## src/rtl/melody_sequencer.sv

```systemverilog
// Plays one of two stored melodies as 4-bit tone codes for the square-wave tone generator.
// Each note is held for len*UNIT_CYCLES - GAP_CYCLES cycles, then silenced for the gap.
module melody_sequencer #(
  parameter int unsigned UNIT_CYCLES = 6_250_000,
  parameter int unsigned GAP_CYCLES  = 500_000
) (
  input  logic       i_clk,
  input  logic       i_rst_n,
  input  logic       i_start,
  input  logic       i_sel,
  input  logic       i_stop,
  output logic [3:0] o_tone,
  output logic       o_busy,
  output logic       o_done
);

  // 15*UNIT_CYCLES is never a power of two, so every count value below it fits in CntW bits.
  localparam int unsigned CntW = $clog2(15 * UNIT_CYCLES);
  localparam logic [CntW-1:0] UnitCnt = CntW'(UNIT_CYCLES);
  localparam logic [CntW-1:0] GapCnt  = CntW'(GAP_CYCLES);
  localparam logic [CntW-1:0] OneCnt  = CntW'(1);

  typedef enum logic [2:0] {
    StIdle,
    StFetch,
    StPlay,
    StGap,
    StDone
  } state_e;

  state_e          r_state;
  logic [3:0]      r_addr;
  logic            r_sel;
  logic [CntW-1:0] r_cnt;
  logic [3:0]      r_tone;
  logic            r_busy;
  logic            r_done;

  logic [7:0]      w_entry;
  logic [3:0]      w_tone;
  logic [3:0]      w_len;
  logic [CntW-1:0] w_play_load;

  // Note ROM: {tone, len}; len == 0 marks the end of a melody.
  always_comb begin
    w_entry = 8'h00;
    case ({r_sel, r_addr})
      5'h00:   w_entry = {4'd8,  4'd2};
      5'h01:   w_entry = {4'd10, 4'd2};
      5'h02:   w_entry = {4'd12, 4'd2};
      5'h03:   w_entry = {4'd15, 4'd6};
      5'h10:   w_entry = {4'd5,  4'd2};
      5'h11:   w_entry = {4'd4,  4'd2};
      5'h12:   w_entry = {4'd3,  4'd2};
      5'h13:   w_entry = {4'd1,  4'd6};
      default: w_entry = 8'h00;
    endcase
  end

  assign w_tone      = w_entry[7:4];
  assign w_len       = w_entry[3:0];
  assign w_play_load = CntW'(w_len) * UnitCnt - GapCnt - OneCnt;

  always_ff @(posedge i_clk or negedge i_rst_n) begin
    if (!i_rst_n) begin
      r_state <= StIdle;
      r_addr  <= 4'd0;
      r_sel   <= 1'b0;
      r_cnt   <= '0;
      r_tone  <= 4'd0;
      r_busy  <= 1'b0;
      r_done  <= 1'b0;
    end else if (i_stop) begin
      r_state <= StIdle;
      r_tone  <= 4'd0;
      r_busy  <= 1'b0;
      r_done  <= 1'b0;
    end else begin
      r_done <= 1'b0;
      unique case (r_state)
        StIdle: begin
          r_tone <= 4'd0;
          if (i_start) begin
            r_sel   <= i_sel;
            r_addr  <= 4'd0;
            r_busy  <= 1'b1;
            r_state <= StFetch;
          end
        end
        StFetch: begin
          if (w_len == 4'd0) begin
            r_tone  <= 4'd0;
            r_done  <= 1'b1;
            r_state <= StDone;
          end else begin
            r_tone  <= w_tone;
            r_cnt   <= w_play_load;
            r_state <= StPlay;
          end
        end
        StPlay: begin
          if (r_cnt == '0) begin
            r_tone  <= 4'd0;
            r_cnt   <= GapCnt - OneCnt;
            r_state <= StGap;
          end else begin
            r_cnt <= r_cnt - OneCnt;
          end
        end
        StGap: begin
          if (r_cnt == '0) begin
            // The address never wraps: running past entry 15 ends the melody.
            if (r_addr == 4'hF) begin
              r_done  <= 1'b1;
              r_state <= StDone;
            end else begin
              r_addr  <= r_addr + 4'd1;
              r_state <= StFetch;
            end
          end else begin
            r_cnt <= r_cnt - OneCnt;
          end
        end
        StDone: begin
          r_busy  <= 1'b0;
          r_state <= StIdle;
        end
        default: begin
          r_tone  <= 4'd0;
          r_busy  <= 1'b0;
          r_state <= StIdle;
        end
      endcase
    end
  end

  assign o_tone = r_tone;
  assign o_busy = r_busy;
  assign o_done = r_done;

endmodule

```

## config.mk

```make
export PLATFORM = sky130hd
export DESIGN_NAME = melody_sequencer
export DESIGN_NICKNAME = d
export VERILOG_FILES = /design/src/rtl/melody_sequencer.sv
export SDC_FILE = /design/constraint.sdc
export NUM_CORES = 1
export LEC_CHECK = 0
export ABC_CLOCK_PERIOD_IN_PS = 3900
export BUFFER_PORTS_ARGS = -buffer_cell sky130_fd_sc_hd__buf_2
export CAP_MARGIN = 20
export CORE_ASPECT_RATIO = 1.25
export CORE_MARGIN = 8
export CORE_UTILIZATION = 61
export DETAILED_ROUTE_END_ITERATION = 8
export HOLD_SLACK_MARGIN = 0.1
export PLACE_DENSITY = 0.87
export SLEW_MARGIN = 20
export SYNTH_ARGS = -nofsm -noshare
export SYNTH_HDL_FRONTEND = slang
export SYNTH_SLANG_ARGS = --single-unit
```

## constraint.sdc

```tcl
create_clock -name i_clk -period 3.9 [get_ports i_clk]
set_clock_uncertainty 0.1 [all_clocks]
set_input_delay 0.78 -clock i_clk [delete_from_list [all_inputs] [get_ports i_clk]]
set_output_delay 0.78 -clock i_clk [all_outputs]
set_load 0.01 [all_outputs]
```

Word level (Yosys, flattened, before mapping)
Memories as Yosys holds them, arrays and structs flattened.
Index checks and enable logic that the tools add are counted.
- bits in latches: 0
- output and inout port bits: 6
- input port bits: 5
- memories kept: 1
- logic and storage cells: 69
- flip-flop bits (word level): 41
- bits in writable memories: 0
- bits in read-only memories: 192
- memories (memory ; words ; width ; rd ports ; clocked after Yosys merged registers in ; write ports ; RTL line ; RTL):
    (name not given) ; 32 ; 6 ; 1 ; 0 ; 0 ; 47 ; case ({r_sel, r_addr})
- divide/modulo/power cells: 0
- shifts and indexed selects: 0
- reductions and logical operators: 13
- add/sub/neg operators: 4
- multiply operators: 1
- bitwise logic cells: 1
- order comparisons: 0
- multiplexer cells: 27
- equality and inequality tests: 15
- operators by type and width (operator ; number):
    2-to-1 mux 27 bit ; 3
    case mux 27 bit (3 select lines) ; 1
    subtractor 27 x 1 -> 27 bit, second input constant ; 2
    logical NOT 27 bit ; 1
    subtractor 27 x 19 -> 27 bit, second input constant ; 1
    2-to-1 mux 4 bit ; 6
    multiplier 4 x 19 -> 23 bit, second input constant ; 1
    2-to-1 mux 3 bit ; 6
    case mux 3 bit (4 select lines) ; 1
    case mux 4 bit (3 select lines) ; 1
    != test 2 bit, second input constant ; 5
    != test 3 bit, second input constant ; 3
    case mux 4 bit (2 select lines) ; 1
    equality test 3 x 2 -> 1 bit, second input constant ; 2
    2-to-1 mux 1 bit ; 6
    AND reduction 3 bit ; 2
    AND reduction 5 bit ; 1
    adder 4 x 1 -> 4 bit, second input constant ; 1
    equality test 4 bit, second input constant ; 1
    logical NOT 4 bit ; 1
    != test 2 x 1 -> 1 bit, second input constant ; 2
    case mux 1 bit (2 select lines) ; 2
    AND reduction 2 bit ; 2
    AND reduction 4 bit ; 1
    8 further kinds ; 8

Logic depth before layout (Yosys ltp)
Gate-level depths: netlist of the first run.
An unclocked memory read counts as a cell.
- word-level depth: 6
- mapped depth: 9
- gate-level depth less buffers: 8

Worst setup path after synthesis of the first run
No wires, ideal clock.
- kind: flip-flop to flip-flop
- from: register r_cnt[0]
- to: register r_cnt[22]
- slack: 955 ps
- library setup time: 118 ps
- stages on the path, launching flop included: 9
- arrival: 2727 ps
- clock period less this slack: 2945 ps
- data required time: 3682 ps
- buffers on the path: 1
- path through: dfrtp_1 > inv_1 > ha_1 > or4b_4 > or4_4 > buf_6 > or4_4 > a211o_1 > a21o_1
- word-level cells in the longest chain between the ends: 3
- elaborated cells between the ends (all ways): 7
- classes of those cells: add/sub: 1; eq/ne: 1; mux: 3; reduce/logical: 2
- RTL lines (what ; RTL line ; RTL):
    from (decl) ; 34 ; logic [CntW-1:0] r_cnt;
    from (signal assigned) ; 97 ; r_cnt <= w_play_load;
    from (signal assigned) ; 104 ; r_cnt <= GapCnt - OneCnt;
    from (signal assigned) ; 107 ; r_cnt <= r_cnt - OneCnt;
    subtractor 27 x 1 -> 27 bit or logical NOT 27 bit (tied branches) ; -- ;
    2-to-1 mux 27 bit (tied with other cells) ; 111 ; if (r_cnt == '0) begin
    case mux 27 bit (3 select lines) or AND reduction 4 bit (tied branches) ; -- ;
Several ways; a longest one is shown, not always the timed one. The select of a mux whose other input is x is not followed.
A chain may end at the register's enable or synchronous reset.

Worst setup path in the final report of the first run
Same ends and word-level chain as after synthesis.

==> results of run 1 <==
-- power by group through the flow --
stage	clock network [W]	registers, W	logic, W
6_report	0.000280	0.000584	0.000244
5_1_grt	0.000297	0.000597	0.000274
4_1_cts	0.000283	0.000580	0.000243
3_5_place_dp	0	0.000588	0.000242
3_3_place_gp	0	0.000585	0.000232
2_1_floorplan	0	0.000559	0.000190
-- metal layers --
| layer | track usage, % | up-vias | share of wire (%) |
|---|---|---|---|
| met5 | 0 | - | 0 |
| met4 | 11.5 | 0 | 2.9 |
| met3 | 4.65 | 19 | 6.2 |
| met2 | 35.4 | 102 | 48 |
| met1 | 26.3 | 1094 | 43 |
| li1 | - | 1100 | - |
-- kinds of logic (layout without fill, tap and decap cells) --
logic type / count (synthesis) / in the layout / synth area share (%)
and+or+nand+nor: 110 / 110 / 23.9
muxes: 5 / 5 / 2.10
buffers and inverters: 28 / 36 / 4.50
xor gates and xnor gates: 2 / 2 / 0.685
DFF: 41 / 41 / 40.1
AOI/OAI and AO/OA: 87 / 87 / 24.8
adders and majority gates: 8 / 8 / 3.91
-- per-stage QoR --
stage | total power, W | setup slack [ns]
2_1_floorplan | 0.000749 | 0.955
3_5_place_dp | 0.000830 | 0.890
6_report | 0.00111 | 0.877
4_1_cts | 0.00111 | 0.879
5_1_grt | 0.00117 | 0.682
3_3_place_gp | 0.000817 | 0.944
-- worst min path at each step --
stage               cells past startpoint  slack, ns            endpoint
floorplan                               0       0.38  o_busy$_DFFE_PN0P_
CTS                                     1       0.38  o_busy$_DFFE_PN0P_
finish                                  1       0.38  o_busy$_DFFE_PN0P_
global placement                        1       0.35  o_busy$_DFFE_PN0P_
global route                            1       0.39  o_busy$_DFFE_PN0P_
detailed placement                      1       0.36  o_busy$_DFFE_PN0P_
-- registers in the layout, summed over array words and instances (netlist names) --
| register | flops |
|---|---|
| r_state | 3 |
| r_sel | 1 |
| o_done | 1 |
| r_cnt | 27 |
| r_addr | 4 |
| o_busy | 1 |
| o_tone | 4 |
-- cells in the final DEF, fill, tap and decap left out, types with 5 or more instances in the layout --
| cell type | n |
|---|---|
| o21ai_0 | 9 |
| ha_1 | 8 |
| a211oi_1 | 7 |
| dfrtp_1 | 41 |
| clkbuf_8 | 5 |
| a31oi_1 | 9 |
| a21oi_1 | 7 |
| buf_4 | 5 |
| o211ai_1 | 7 |
| o2bb2ai_1 | 6 |
| o31ai_1 | 6 |
| nor3_1 | 19 |
| o22ai_1 | 5 |
| or3_1 | 5 |
| or4_1 | 6 |
| nor4_1 | 10 |
| inv_1 | 13 |
| nand2_1 | 13 |
| nand4_1 | 5 |
| buf_2 | 10 |
| nor2_1 | 23 |
-- worst register-to-register path, cell delays in order, from the launching register on --
cell and delay [ns]:
dfrtp_1 0.42, inv_1 0.07, ha_1 0.23, or4b_4 0.52
or4_4 0.56, or4_4 0.54, a211o_1 0.31, a21o_1 0.17
-- cell type report --
class / count / area share, %
Timing Repair Buffer: 15 / 3.20
Multi-Input combinational cell: 212 / 51.9
Inverter: 13 / 1.78
Sequential cell: 41 / 37.5
Clock inverter: 3 / 0.640
Clock buffer: 5 / 2.51
Tap cell: 56 / 2.56
==> impl_results.md, run 1 <==
* Delay-heaviest family, CP: simple AND/OR/NAND/NOR gates
* CP startpoint kind: flip-flop
* Critical path arrival at roughly 3.1 ns
* Total gr overflow at 0
* Mapped Area at about 2600 um^2
* DR WL/cell at 19.0 um
* Gpl congestion at between 0.9 and 1
* Most used cell, CP: or4_4
* 1st-pass router iterations at 5
* P_int at ~0.00072 W
* Number of synthesized flops with an enable pin at 0
* Clock latency on the worst-skew pair at ~0.3 ns
* Clk slew on worst S/H paths at about 0.090 ns
* Cell taking the most area after synthesis: dfrtp_1
* DRC viols at 0
* Worst Path Buf+Inv at 1
* Vias at ~2300
* CP Capture Type: flip-flop
* Worst Tran Pin Value at about 0.9 ns
* Maxcap violations at 0
* Antenna viol nets, final at 0
* Status: completed
* CP peak stage delay at about 0.56 ns
* Post-DP Area at roughly 2700 um^2
* Largest net degree at the start of global routing at between 40 and 50
* Seq cells post-synth at slightly above 40
* Launch point of the worst hold path: o_busy$_DFFE_PN0P_
* Synth Net Count at 294
* CP endpoint: r_cnt[22]$_DFFE_PN0P_
* R2r setup slk at between 0.8 and 0.9 ns
* Multi-input gate area at 1420 um^2
* HPWL after DPL at 4640 um
* Slowest cell on crit path: or4_4
* Placed cells at roughly 340
* TritonCTS clock tree: built
* Fin Hold WS at between 0.3 and 0.4 ns
* Synth cell types at 56
* First-pass GRT wire length at 11100 um
* Finished Cell Area at between 2000 and 3000 um^2
* FF-to-FF End: r_cnt[22]$_DFFE_PN0P_
* Vias per cell at roughly 6.7
* Tmin final at slightly above 3 ns
* Initial core utilization at a little over three fifths
* Worst Path Max Fanout at 10
* Detailed Route Iter0 Violations at around 390
* Sequential share of power at approximately 53%
* Htree depth at 2
* Routed WL at 6560 um
* P_leak at approximately 1.1 nW
* Most frequent cells after synthesis: dfrtp_1 (41), nor2_1 (23), nor3_1 (19)
* CTS root buf: clkbuf_8
* # diodes at 0
* CTS buffer count at 5
* Worst path required time at about 4.0 ns
* R2R depth at 7
* Nets@finish at around 300
* Setup violators final at 0
* Most frequent cell after synthesis: dfrtp_1
* RSZ-0062 raised after global routing: false
* Post-CTS Setup Bufs at 0
* Clock power frac at about a quarter
* Cell Count, Final, Fillers Out at ~350
* Finished Core Util at between 60% and 70%
* Async SR Flop Fraction at between 90% and 100%
* Post-synth top flop: dfrtp_1
* Io pins at 11
* Setup TNS at 0 ns
* Final Hold Viols at 0
* Sequential-to-total area share from yosys stat at ~40%
* Fill cells at ~320
* Sw frac at a little over a third
* Number of global-route vias before repair at 2355
* Clock Tree Buf Depth at 2
* Post-synthesis area per instance at 9.10 um^2
* Final worst-path cycle share at between 70 and 80%
* Slew Limit Headroom at roughly two fifths
* Antenna violations before repair at 0
* CP Class: flip-flop to flip-flop
* Post-CTS resize count at 0
* CP Cell Sequence: inv_1 > ha_1 > or4b_4 > or4_4 > or4_4 > a211o_1 > a21o_1
* Die area at 6530 um^2
* Pwr dens at ~400 nW/um^2
* Core ar. at between 4000 and 5000 um^2
* Gate power share at 22.1%
* Register area at 1030 um^2
* Fraction of layout cells with a size suffix above 1 at 11.4%
* Row cnt at 26
* Max Clk Rate at roughly 330 MHz
* CTS sink count at around 40
* Ranking of synthesized cells by area: dfrtp_1 (40%), ha_1 (3.9%), nor3_1 (3.7%)
* Peak supply drop at 0.000329 V
* Min-Delay Path Class: flip-flop to flip-flop
* P&R area growth vs syn at 7.09%
* PortBufs at 10
* Synth warn at 0
* CTS Hold Bufs at 0
* WP depth at 7
* Die height at a little under 90 um
* Max-slew violations at 0
* Crit. Startpoint: r_cnt[0]$_DFFE_PN0P_
* NetSw at a little under 0.0004 W
* Critical R2R Launch: r_cnt[0]$_DFFE_PN0P_
* Die width at ~74 um
* Top cell type's share of synthesized area at between 40% and 50%
* Overall global routing resource usage at roughly 22%
* Synth Instances at 281
Power figures use the tool's default switching activity.
==> run 2, diff against run 1 <==
- ABC_AREA: default -> 1
- ABC_CLOCK_PERIOD_IN_PS: 3900 -> 3100
- CORE_UTILIZATION: 61 -> 62
- PLACE_DENSITY: 0.87 -> 0.88
- clock period: 3.9 -> 3.1 ns (I/O delays scaled with it)
==> impl_results.md, run 2 <==
* Status: completed
* Fraction of layout cells with a size suffix above 1 at 10.1% (-1.3 points)
* Slew Limit Headroom at 39.3% (-0.79 points)
* Clk slew on worst S/H paths at 0.09 ns (about the same)
* CP startpoint kind: flip-flop
* CP Cell Sequence: inv_1 > ha_1 > nand2_4 > nor2_8 > nand3_2 > nor2_2 > nand2_2 > nand2_4 > inv_4 > nor2_1 > a21oi_2
* Worst path required time at 3.17 ns (-0.83 ns)
* Most used cell, CP: nand2_4
* Largest Register: r_cnt
* Most frequent cells after synthesis: nand2_1 (109), nor2_1 (89), dfrtp_1 (41)
* Number of synthesized flops with an enable pin at 0 (unchanged)
* Htree depth at 2 (unchanged)
* Max Clk Rate at 462 MHz (+40%)
* Initial core utilization at 63.8% (+0.87 points)
* Post-DP Area at 2860 um^2 (+7.8%)
* Most frequent cell after synthesis: nand2_1
* # diodes at 0 (unchanged)
* Critical path arrival at 2.24 ns (-0.88 ns)
* Final worst-path cycle share at 69.9% (-7.6 points)
* Slowest cell on crit path: dfrtp_1
* Async SR Flop Fraction at 100% (unchanged)
* Post-synth top flop: dfrtp_1
* HPWL after DPL at 4910 um (+5.8%)
* Vias per cell at 5.51 (-18%)
* Antenna violations before repair at 0 (unchanged)
* Die area at 6890 um^2 (+5.5%)
* Clock Tree Buf Depth at 2 (unchanged)
* Finished Cell Area at 2980 um^2 (+8.7%)
* Clock latency on the worst-skew pair at 0.30 ns (about the same)
* Pwr dens at 596 nW/um^2 (+47%)
* Commonest non-fill, non-tap cell in the layout: nand2_1
* Gpl congestion at 0.991 (+4.4%)
* Most frequent cells in the layout: nand2_1 (109), nor2_1 (89), dfrtp_1 (41), inv_1 (40), nand3_1 (24)
* Max-slew violations at 0 (unchanged)
* Largest register FFs at 27 (unchanged)
* Ranking of synthesized cells by area: dfrtp_1 (37%), nand2_1 (15%), nor2_1 (12%)
* Final Hold Viols at 0 (unchanged)
* Row cnt at 27 (+3.8%)
* Nets@finish at 428 (+42%)
* CTS buffer count at 5 (unchanged)
* CTS sink count at 41 (unchanged)
* Total gr overflow at 0 (unchanged)
* P_leak at 1.45 nW (+31%)
* Io pins at 11 (unchanged)
* CTS root buf: clkbuf_8
* Post-CTS Setup Bufs at 0 (unchanged)
* Synth warn at 0 (unchanged)
* Antenna viol nets, final at 0 (unchanged)
* Delay-heaviest family, CP: simple AND/OR/NAND/NOR gates
* CP Class: flip-flop to flip-flop
* Cell taking the most area after synthesis: dfrtp_1
* Synth Instances at 402 (+43%)
* Vias at 2612 (+13%)
* CP peak stage delay at 0.41 ns (-0.15 ns)
* DRC viols at 0 (unchanged)
* Worst Tran Pin Value at 0.910 ns (+0.0119 ns)
* Tmin final at 2.17 ns (-0.857 ns)
* Overall global routing resource usage at 20.3% (-1.5 points)
* Seq cells post-synth at 41 (unchanged)
* Die height at 90.9 um (+2.8%)
* Post-CTS resize count at 0 (unchanged)
* Setup TNS at 0 ns (unchanged)
* Setup violators final at 0 (unchanged)
* Peak supply drop at 0.000365 V (+11%)
* RSZ-0062 raised after global routing: false
* P&R area growth vs syn at 7.11% (about the same)
* DR WL/cell at 13.8 um (-28%)
* Synth Net Count at 415 (+41%)
* 1st-pass router iterations at 6 (+1)
* Core ar. at 4360 um^2 (+7.2%)
* Largest net degree at the start of global routing at 42 (unchanged)
* Maxcap violations at 0 (unchanged)
* Mapped Area at 2780 um^2 (+8.7%)
* Sequential-to-total area share from yosys stat at 36.9% (-3.2 points)
* CP Capture Type: flip-flop
* Top cell type's share of synthesized area at 36.9% (-3.2 points)
* Routed WL at 6530 um (-0.44%)
* Post-synthesis area per instance at 6.91 um^2 (-24%)
* Critical R2R Launch: r_cnt[0]$_DFFE_PN0P_
* Min-Delay Path Class: primary input to async pin
* TritonCTS clock tree: built
* PortBufs at 10 (unchanged)
* Number of global-route vias before repair at 2615 (+11%)
* Worst Path Buf+Inv at 2 (+1)
* Detailed Route Iter0 Violations at 167 (-58%)
* Worst Path Max Fanout at 24 (+14)
* Crit. Startpoint: r_cnt[0]$_DFFE_PN0P_
* Die width at 75.9 um (+2.7%)
* Synth cell types at 33 (-41%)
* First-pass GRT wire length at 11100 um (-0.32%)
* CTS Hold Bufs at 0 (unchanged)
==> run 2: path summary, 6_finish.rpt <==
kind | endpoint | slack (ns) | depth (start not counted)
hold / removal | r_cnt[9]$_DFFE_PN0P_ | 0.35 | 1
min in group i_clk | o_tone[1]$_DFFE_PN0P_ | 0.37 | 2
setup reg to reg | r_cnt[22]$_DFFE_PN0P_ | 0.93 | 11
setup / recovery | r_cnt[22]$_DFFE_PN0P_ | 0.93 | 11
hold reg to reg | o_tone[1]$_DFFE_PN0P_ | 0.37 | 2
max in group asynchronous | r_cnt[0]$_DFFE_PN0P_ | 1.98 | 1
==> run 2: logic make-up (layout without fill, tap and decap cells) <==
kind of cell	Yosys count	count (layout)	share of synthesized area, %
and+or+nand+nor	247	247	38.1
buffers and inverters	50	64	8.06
AOI/OAI and AO/OA	42	42	8.87
DFF	41	41	36.9
xor gates and xnor gates	14	14	4.41
adders and majority gates	8	8	3.60
==> run 2: where the power goes <==
group / switching [W] / internal [W]
combinational: 0.000323 / 0.000182
sequential: 0.000161 / 0.000657
clock: 0.000187 / 0.000263
==> run 2: through the flow <==
stage / cells / hold WS, ns / total power (W) / worst slack, ns / utilization, %
floorplan: 402 / 0.224 / 0.00119 / 1.30 / -
global placement: 466 / 0.354 / 0.00130 / 0.931 / 65.6
detailed placement: 466 / 0.356 / 0.00132 / 0.842 / 65.6
CTS: 474 / 0.379 / 0.00177 / 0.939 / 68.3
global route: 474 / 0.402 / 0.00188 / 0.730 / 68.3
finish: 474 / 0.347 / 0.00177 / 0.933 / 68.3
==> run 2: metal layers <==
metal	track usage, %	vias up	wire (um)
met3	3.78	30	309
li1	-	1287	-
met1	22.7	1201	2670
met5	0	-	0
met4	12.7	0	278
met2	33.6	94	3270
==> run 2: area by class of cell <==
type	instances	area, um^2
well taps	58	72.6
repair buffers	12	65.1
multi-input cells	311	1530
clock inverters	1	30.0
inverters	44	168
fillers	379	1380
clock buffers	7	86.3
flip-flops and latches	41	1030
==> run 2: worst reg2reg max path: cells and delay by family, from the launching register on <==
kind | cells | cell delay, ns
adder cells (fa/ha/maj) | 1 | 0.26
AO/OA/AOI/OAI | 1 | 0.04
AND/OR/NAND/NOR | 7 | 0.99
flip-flops | 1 | 0.41
buffers and inverters | 2 | 0.27
